$ cat config.mk
export PLATFORM = sky130hd
export DESIGN_NAME = stc0_ingress_arbiter
export DESIGN_NICKNAME = d
export VERILOG_FILES = /design/src/rtl/stc0_pkg.sv /design/src/rtl/stc0_rr_pick.sv /design/src/rtl/stc0_ingress_arbiter.sv
export SDC_FILE = /design/constraint.sdc
export NUM_CORES = 1
export LEC_CHECK = 0
export CORE_UTILIZATION = 53
export CTS_BUF_LIST = sky130_fd_sc_hd__clkbuf_8
export DETAILED_ROUTE_END_ITERATION = 8
export PLACE_DENSITY = 0.8
export SLEW_MARGIN = 20
export SYNTH_ARGS = -nofsm -noshare
export SYNTH_HDL_FRONTEND = slang
export SYNTH_SLANG_ARGS = --single-unit
$ cat constraint.sdc
create_clock -name Clk -period 2.31 [get_ports Clk]
set_input_delay 0.462 -clock Clk [delete_from_list [all_inputs] [get_ports Clk]]
set_output_delay 0.462 -clock Clk [all_outputs]
set_load 0.005 [all_outputs]
$ cat src/rtl/stc0_pkg.sv
// Shared types and helpers for the stc0 ingress/egress arbitration logic.
package stc0_pkg;

   typedef enum logic [1:0] {
      IDLE = 2'd0,
      XFER = 2'd1,
      GAP  = 2'd2
   } arb_state_t;

   localparam int HDR_W   = 8;
   localparam int MAX_REQ = 4;

   // Round-robin pick over up to MAX_REQ requesters. Unused high valid bits
   // are zero, so wrapping modulo MAX_REQ yields the same order as modulo NREQ.
   function automatic logic [MAX_REQ-1:0] rr_pick(input logic [MAX_REQ-1:0] valid,
                                                  input logic [1:0]         ptr);
      logic [MAX_REQ-1:0] pick;
      logic [1:0]         idx;
      pick = '0;
      for (int k = MAX_REQ - 1; k >= 0; k--) begin
         idx = ptr + 2'(k);
         if (valid[idx]) begin
            pick      = '0;
            pick[idx] = 1'b1;
         end
      end
      return pick;
   endfunction

endpackage

$ cat src/rtl/stc0_rr_pick.sv
// Combinational round-robin selector: first valid input at or after ptr, as one-hot.
module stc0_rr_pick
   import stc0_pkg::*;
#(
   parameter int unsigned N     = 2,
   parameter int unsigned PTR_W = 1
) (
   input  logic [N-1:0]     valid,
   input  logic [PTR_W-1:0] ptr,
   output logic [N-1:0]     onehot
);

   assign onehot = N'(rr_pick(MAX_REQ'(valid), 2'(ptr)));

endmodule

$ cat src/rtl/stc0_ingress_arbiter.sv
// Frame-granular round-robin arbiter feeding the stc0_core byte ingress port,
// with a forced idle gap after each frame and a stall timeout that aborts a frame.
module stc0_ingress_arbiter #(
   parameter int unsigned NREQ = 2,
   parameter int unsigned DW   = 8,
   parameter int unsigned GAP  = 1,
   parameter int unsigned TOUT = 64
) (
   input  logic               Clk,
   input  logic               ARstN,
   input  logic               Enable,
   input  logic [NREQ-1:0]    ReqValid,
   input  logic [NREQ*DW-1:0] ReqData,
   output logic [NREQ-1:0]    ReqReady,
   output logic [DW-1:0]      ID,
   output logic               IValid,
   output logic [NREQ-1:0]    Grant,
   output logic               Busy,
   output logic               Abort,
   output logic [1:0]         DbgState
);
   import stc0_pkg::*;

   localparam int unsigned PTR_W    = (NREQ > 1) ? $clog2(NREQ) : 1;
   localparam int unsigned SW       = $clog2(TOUT + 1);
   localparam logic [3:0]  GAP_LOAD = (GAP > 0) ? 4'(GAP - 1) : 4'd0;

   arb_state_t        state, state_n;
   logic [NREQ-1:0]   grant_n, pick;
   logic [PTR_W-1:0]  ptr, ptr_n, gidx, ptr_adv;
   logic [HDR_W-1:0]  rem, rem_n;
   logic              expect_hdr, hdr_n;
   logic [SW-1:0]     stall, stall_n;
   logic [3:0]        gap_cnt, gap_n;
   logic [DW-1:0]     sel_data, id_n;
   logic              ivalid_n, abort_n;
   logic              beat, last, frame_end;

   stc0_rr_pick #(.N(NREQ), .PTR_W(PTR_W)) u_pick (
      .valid  (ReqValid),
      .ptr    (ptr),
      .onehot (pick)
   );

   // Handshake: a byte moves on a rising edge where ReqValid[i] & ReqReady[i];
   // ReqReady is a pure decode of registered state and never looks at ReqValid.
   assign ReqReady = (state == XFER) ? Grant : '0;
   assign Busy     = (state != IDLE);
   assign DbgState = state;

   always_comb begin
      sel_data = '0;
      gidx     = '0;
      for (int i = 0; i < NREQ; i++) begin
         if (Grant[i]) begin
            sel_data = sel_data | ReqData[i*DW +: DW];
            gidx     = PTR_W'(i);
         end
      end
   end

   assign ptr_adv = (gidx == PTR_W'(NREQ - 1)) ? '0 : gidx + PTR_W'(1);
   assign beat    = (state == XFER) && (|(ReqValid & Grant));
   assign last    = expect_hdr ? (sel_data[HDR_W-1:0] == '0) : (rem == HDR_W'(1));

   always_comb begin
      state_n   = state;
      grant_n   = Grant;
      ptr_n     = ptr;
      rem_n     = rem;
      hdr_n     = expect_hdr;
      stall_n   = stall;
      gap_n     = gap_cnt;
      id_n      = ID;
      ivalid_n  = 1'b0;
      abort_n   = 1'b0;
      frame_end = 1'b0;
      case (state)
         IDLE: begin
            if (Enable && (|ReqValid)) begin
               grant_n = pick;
               state_n = XFER;
               hdr_n   = 1'b1;
               stall_n = '0;
            end
         end
         XFER: begin
            if (beat) begin
               stall_n  = '0;
               id_n     = sel_data;
               ivalid_n = 1'b1;
               if (expect_hdr) begin
                  rem_n = sel_data[HDR_W-1:0];
                  hdr_n = 1'b0;
               end else if (rem != '0) begin
                  rem_n = rem - HDR_W'(1);
               end
               frame_end = last;
            end else begin
               if (stall != SW'(TOUT))
                  stall_n = stall + SW'(1);
               // A beat always wins over the timeout, so this only fires on idle cycles.
               if (stall_n == SW'(TOUT)) begin
                  abort_n   = 1'b1;
                  frame_end = 1'b1;
               end
            end
         end
         stc0_pkg::GAP: begin
            if (gap_cnt == 4'd0) begin
               state_n = IDLE;
               grant_n = '0;
            end else begin
               gap_n = gap_cnt - 4'd1;
            end
         end
         default: begin
            state_n = IDLE;
            grant_n = '0;
         end
      endcase
      if (frame_end) begin
         ptr_n = ptr_adv;
         if (GAP == 0) begin
            state_n = IDLE;
            grant_n = '0;
         end else begin
            state_n = stc0_pkg::GAP;
            gap_n   = GAP_LOAD;
         end
      end
   end

   always_ff @(posedge Clk or negedge ARstN) begin
      if (!ARstN) begin
         state      <= IDLE;
         Grant      <= '0;
         ptr        <= '0;
         rem        <= '0;
         expect_hdr <= 1'b0;
         stall      <= '0;
         gap_cnt    <= '0;
         ID         <= '0;
         IValid     <= 1'b0;
         Abort      <= 1'b0;
      end else begin
         state      <= state_n;
         Grant      <= grant_n;
         ptr        <= ptr_n;
         rem        <= rem_n;
         expect_hdr <= hdr_n;
         stall      <= stall_n;
         gap_cnt    <= gap_n;
         ID         <= id_n;
         IValid     <= ivalid_n;
         Abort      <= abort_n;
      end
   end

endmodule
### After elaboration in Yosys (flattened, before gate mapping)

Cells that the tools add are included.

* output and inout port bits: 17
* register bits: 35
* input port bits: 21

* reduce and logical (&&, ||, !) cells: 23
* multiplexer cells: 53
* bitwise operators: 3
* add/subtract/negate cells: 7
* magnitude comparators: 8
* equal/unequal tests: 12

Operator list (count)
* 7-bit two-way mux: 5
* 8-bit two-way mux: 4
* 1-bit two-way mux: 21
* 2-bit two-way mux: 9
* 7-bit one-hot mux with 2 select lines: 1
* 4-bit two-way mux: 3
* 2-bit one-hot mux with 3 select lines: 2
* 3-bit AND reduction: 4
* 2-bit != test, second input constant: 5
* 2-bit by 3-bit < comparator with 1-bit output, second input constant: 3
* 8-bit by 1-bit == test with 1-bit output, second input constant: 1
* 8-bit zero test: 1
* 8-bit bitwise OR: 1
* 2-bit nonzero test: 4
* 8-bit nonzero test: 1
* 8-bit by 1-bit subtractor with 8-bit output, second input constant: 1
* 7-bit by 1-bit adder with 7-bit output, second input constant: 1
* 7-bit == test, second input constant: 1
* 7-bit != test, second input constant: 1
* 1-bit binary-select mux with 2-bit select: 3
* 1-bit demux with 2-bit select: 3
* 2-bit by 1-bit >= comparator with 1-bit output, second input constant: 3
* 1-bit logical AND: 6
* 3-bit != test, second input constant: 2
* 16 further kinds: 20

### Longest topological paths before layout

Gate-level depths: netlist of the first run.

* word-level depth: 11
* mapped depth: 8

### Modules after synthesis

A second synthesis of the first run with hierarchy kept.

* cell total of the unflattened synthesis: 219
* area total of the unflattened synthesis: 1973.1 µm²

By module, submodules not included
* stc0_ingress_arbiter: cells an instance 216, area each 1954.4 µm², times used 1
* stc0_rr_pick: cells an instance 3, area each 18.8 µm², times used 1

### Worst setup path before layout of the first run

OpenSTA, ideal clock, no wires.

* path type: reg2reg
* start: register stall[0]
* end: register ptr
* buffers on the path: 0
* arrival time: 1979 ps
* library setup time: 80 ps
* path slack: 251 ps
* cell stages (with the launch flop): 9
* cells stage by stage: dfrtp_1 > inv_1 > ha_1 > nor4b_2 > nand3b_2 > nand4_1 > o32a_2 > o41ai_4 > mux2i_1

* cells in the longest elaborated chain, start to end: 8
* elaborated cells on any way between the ends: 9
* those cells by class: add/sub (1); eq/ne (2); mux (6)

Ends and longest elaborated chain
* start, declared: RTL line stc0_ingress_arbiter.sv:33 `logic [SW-1:0] stall, stall_n;`
* start signal, assigned: RTL line stc0_ingress_arbiter.sv:152 `stall <= stall_n;`
* 7-bit by 1-bit adder with 7-bit output / 7-bit != test (equally long branches): RTL line stc0_ingress_arbiter.sv:101, stc0_ingress_arbiter.sv:100
* 7-bit two-way mux (*): RTL line stc0_ingress_arbiter.sv:100 `if (stall != SW'(TOUT))`
* 7-bit two-way mux (*): RTL line stc0_ingress_arbiter.sv:88 `if (beat) begin`
* 7-bit two-way mux (*): RTL line stc0_ingress_arbiter.sv:78 `case (state)`
* 7-bit == test (*): RTL line stc0_ingress_arbiter.sv:103 `if (stall_n == SW'(TOUT)) begin`
* 1-bit two-way mux (*): RTL line stc0_ingress_arbiter.sv:103
* 1-bit two-way mux (*): RTL line stc0_ingress_arbiter.sv:88
* 1-bit two-way mux (*): RTL line stc0_ingress_arbiter.sv:78
* end signal, assigned: RTL line stc0_ingress_arbiter.sv:149 `ptr <= ptr_n;`
* end, declared: RTL line stc0_ingress_arbiter.sv:30 `logic [PTR_W-1:0] ptr, ptr_n, gidx, ptr_adv;`

Mark *: on every way between the ends. The rest lies on a longest branch, timed or not. The select of a mux whose other input is x is not followed.
A chain may end at the register's enable or synchronous reset.

### Final worst setup path of the first run

* start: register state[1] (netlist: DbgState[1])
* end: output ReqReady[1]

* cells in the longest elaborated chain, start to end: 2

Ends and longest elaborated chain
* start, declared: RTL line stc0_ingress_arbiter.sv:28 `arb_state_t state, state_n;`
* start signal, assigned: RTL line stc0_ingress_arbiter.sv:147 `state <= state_n;`
* 2-bit by 1-bit == test with 1-bit output: RTL line stc0_ingress_arbiter.sv:47 `assign ReqReady = (state == XFER) ? Grant : '0;`
* 2-bit two-way mux: RTL line stc0_ingress_arbiter.sv:47
* end, declared: RTL line stc0_ingress_arbiter.sv:14 `output logic [NREQ-1:0] ReqReady,`

No other way between the ends.

==> results.sh, run 1 <==
export IMPL_ys_ff_latch=35
export IMPL_dp_cells=298
export IMPL_cts_tree="yes"
export IMPL_instances_no_fill=305
export IMPL_final_common_cell="clkdlybuf4s50_1"
export IMPL_root_buffer="clkbuf_8"
export IMPL_first_global_vias=1620
export IMPL_cts_hold_buf=0
export IMPL_crit_path_end_kind="output port"
export IMPL_design_core_area_sq_mm=0.003416
export IMPL_cp_start_kind="flop"
export IMPL_rows=21
export IMPL_fp_dieArea_sq_mm=0.003905
export IMPL_start_util_pct=56.78
export IMPL_io_pins=38
export IMPL_fp_dieH_um=62.49
export IMPL_crit_slowest_cell="clkdlybuf4s50_1"
export IMPL_outcome="finished clean"
export IMPL_drive_gt1_share_pct=10.81
export IMPL_synth_seq_area_share_pct=45.16
export IMPL_nets=286
export IMPL_p_leak_nw=1.107
export IMPL_clk_latency_ns=0.29
export IMPL_drc=0
export IMPL_fmax_ghz=0.4684
export IMPL_synth_flop_cell="dfrtp_1"
export IMPL_fin_ws_ns=0.1751
export IMPL_ir_drop_mv=0.6010
export IMPL_synth_cell_types=42
export IMPL_rsz0062_at_grt="no"
export IMPL_yosysWarnings=0
export IMPL_synth_top_area_share_pct=45.16
export IMPL_clockBufferDepth=2
export IMPL_crit_type="reg2out"
export IMPL_cts_sinks=35
export IMPL_ys_top_cells_by_area="dfrtp_1 45%, nand2_1 4.1%, nor2_1 4.1%"
export IMPL_cp_data_arrival_time_ns=1.67
export IMPL_ant_nets=0
export IMPL_dp_hpwl_mm=3.320
export IMPL_relSlewSlack_pct=68.61
export IMPL_hold_violations=0
export IMPL_setup_tns_ns=0
export IMPL_synth_net_count=237
export IMPL_routabilityCongestion=0.8697
export IMPL_synth_top_area_cell="dfrtp_1"
export IMPL_period_share_pct=92.42
export IMPL_drtPass1Iterations=5
export IMPL_fin_crit_ns=2.135
export IMPL_syn_area_sq_mm=0.001939
export IMPL_hold_class="reg2reg"
export IMPL_dp_slack_ns=-0.1357
export IMPL_cp_num_buf_inv=1
export IMPL_async_reset_ff_share_pct=100.0
export IMPL_wl_per_cell_um=14.81
export IMPL_die_x_um=62.49
export IMPL_grt_max_degree=36
export IMPL_vias=1745
export IMPL_cts_buffers=5
export IMPL_cp_max_fo=10
export IMPL_crit_family="buffers and inverters"
export IMPL_area_growth_pct=30.00
export IMPL_maxSlewViolCount=0
export IMPL_fin_skew_ns=0.01004
export IMPL_numPortBuffers=37
export IMPL_max_cap_violations=0
export IMPL_slowest_delay_ns=0.49
export IMPL_antenna_cells=0
export IMPL_htree_levels=2
export IMPL_crit_chain="nor2b_1 > and2_1 > clkdlybuf4s50_1"
export IMPL_path_clk_slew_ns=0.07
export IMPL_grt_pass1_wl_mm=7.693
export IMPL_grt_overflow_total=0
export IMPL_antenna_found_initial=0
export IMPL_final_cell_mix="37 x clkdlybuf4s50_1, 35 x dfrtp_1, 21 x nand2_1, 21 x nor2_1, 15 x o21ai_0"
export IMPL_routed_wl_mm=4.517
export IMPL_crit_required_ns=1.85
export IMPL_worst_pin_slew_ns=0.4675
export IMPL_syn_avg_cell_area_sq_um=9.235
export IMPL_via_per_inst=5.721
export IMPL_syn_inst=210
export IMPL_p_per_area_mw_per_mm2=1115
export IMPL_setup_viol=0
export IMPL_synth_edf_count=0
export IMPL_grt_usage_pct=25.96
export IMPL_dr_first_iter_drc_count=124
state kept, by name, summed over array words and instances, names as in the netlist:
signal      count
ID              8
rem             8
stall           7
gap_cnt         4
DbgState        2
Grant           2
Abort           1
IValid          1
expect_hdr      1
ptr             1
worst paths after layout:
kind	startpoint	to	slack (ns)	cells past startpoint
hold / removal	ID[5]	ID[5]	0.48	2
min in group asynchronous	ARstN	stall[2]	0.57	2
setup / recovery	DbgState[1]	ReqReady[1]	0.18	3
setup reg to reg	stall[0]	ptr	0.20	8
max in group asynchronous	ARstN	ID[0]	1.42	2
hold reg to reg	ID[5]	ID[5]	0.48	2
cells in the mapped netlist (all sizes together), types with 3 or more instances:
| cell | number |
|---|---|
| nor2 | 21 |
| o41ai | 4 |
| dfrtp | 35 |
| xnor2 | 3 |
| nor3 | 5 |
| a22oi | 9 |
| nand4 | 3 |
| o31ai | 3 |
| clkbuf | 7 |
| or4 | 4 |
| a21oi | 7 |
| nand2b | 7 |
| nand2 | 21 |
| nand3 | 4 |
| a22o | 3 |
| o21ai | 25 |
| inv | 11 |
| a21o | 3 |
| nor4 | 5 |
| ha | 6 |
layout make-up:
| class | instances | area [sq um] |
|---|---|---|
| multi-input cells | 155 | 983.4 |
| fillers | 257 | 894.6 |
| clock inverters | 1 | 5.005 |
| well taps | 46 | 57.56 |
| clock buffers | 6 | 82.58 |
| inverters | 11 | 41.29 |
| flip-flops and latches | 35 | 875.8 |
| repair buffers | 51 | 475.5 |
report_power, final:
| part | switching (W) | internal (W) |
|---|---|---|
| logic | 0.000687 | 0.000630 |
| clock network | 0.000222 | 0.000234 |
| registers | 0.000211 | 0.000829 |
stage by stage:
| step | hold WS (ns) | power, W | util [%] | instance area, sq um |
|---|---|---|---|---|
| 6_report | 0.4805 | 0.002812 | 73.81 | 2521 |
| 3_3_place_gp | 0.4609 | 0.002316 | 71.25 | 2434 |
| 3_5_place_dp | 0.4699 | 0.002352 | 71.25 | 2434 |
| 5_1_grt | 0.5135 | 0.003036 | 73.81 | 2521 |
| 4_1_cts | 0.4841 | 0.002817 | 73.81 | 2521 |
| 2_1_floorplan | 0.1664 | 0.001858 | - | 1939 |
metal layers:
layer  share of wire [%]  global-route usage, %
met5                   0                      0
met4                 1.2                  8.721
met3                 5.7                  6.204
met2                  47                  40.90
met1                  46                  35.09
logic make-up after synthesis:
logic type / count (synthesis) / share of synthesized area (%)
buf+inv: 20 / 4.129
flops: 35 / 45.16
simple gates: 77 / 20.39
xor+xnor: 5 / 2.258
compound gates: 64 / 22.58
fa+ha+maj: 6 / 3.871
mux: 3 / 1.613
worst reg2reg max path, cell delays in order (launching register included):
cell and delay [ns]:
dfrtp_1 0.41, inv_1 0.06, ha_1 0.18, nor4b_2 0.16, nand3b_2 0.09, nand4_1 0.10
o32a_2 0.39, o41ai_4 0.42, mux2i_1 0.22
timing repair:
| item | CTS | global route |
|---|---|---|
| resized for setup | 0 | 0 |
| setup buffers | 0 | 0 |
| endpoints found under the setup margin | 0 | 1 |
Power figures use the tool's default switching activity.
==> inputs of run 2 (changes only) <==
- GPL_ROUTABILITY_DRIVEN: not set -> 0
==> results of run 2 <==
No change in the layout: final DEF, timing and power equal those of run 1.
==> inputs of run 3 (changes only) <==
- CAP_MARGIN: not set -> 20
- SLEW_MARGIN: 20 -> 25
==> results of run 3 <==
No change in the layout: final DEF, timing and power equal those of run 1.
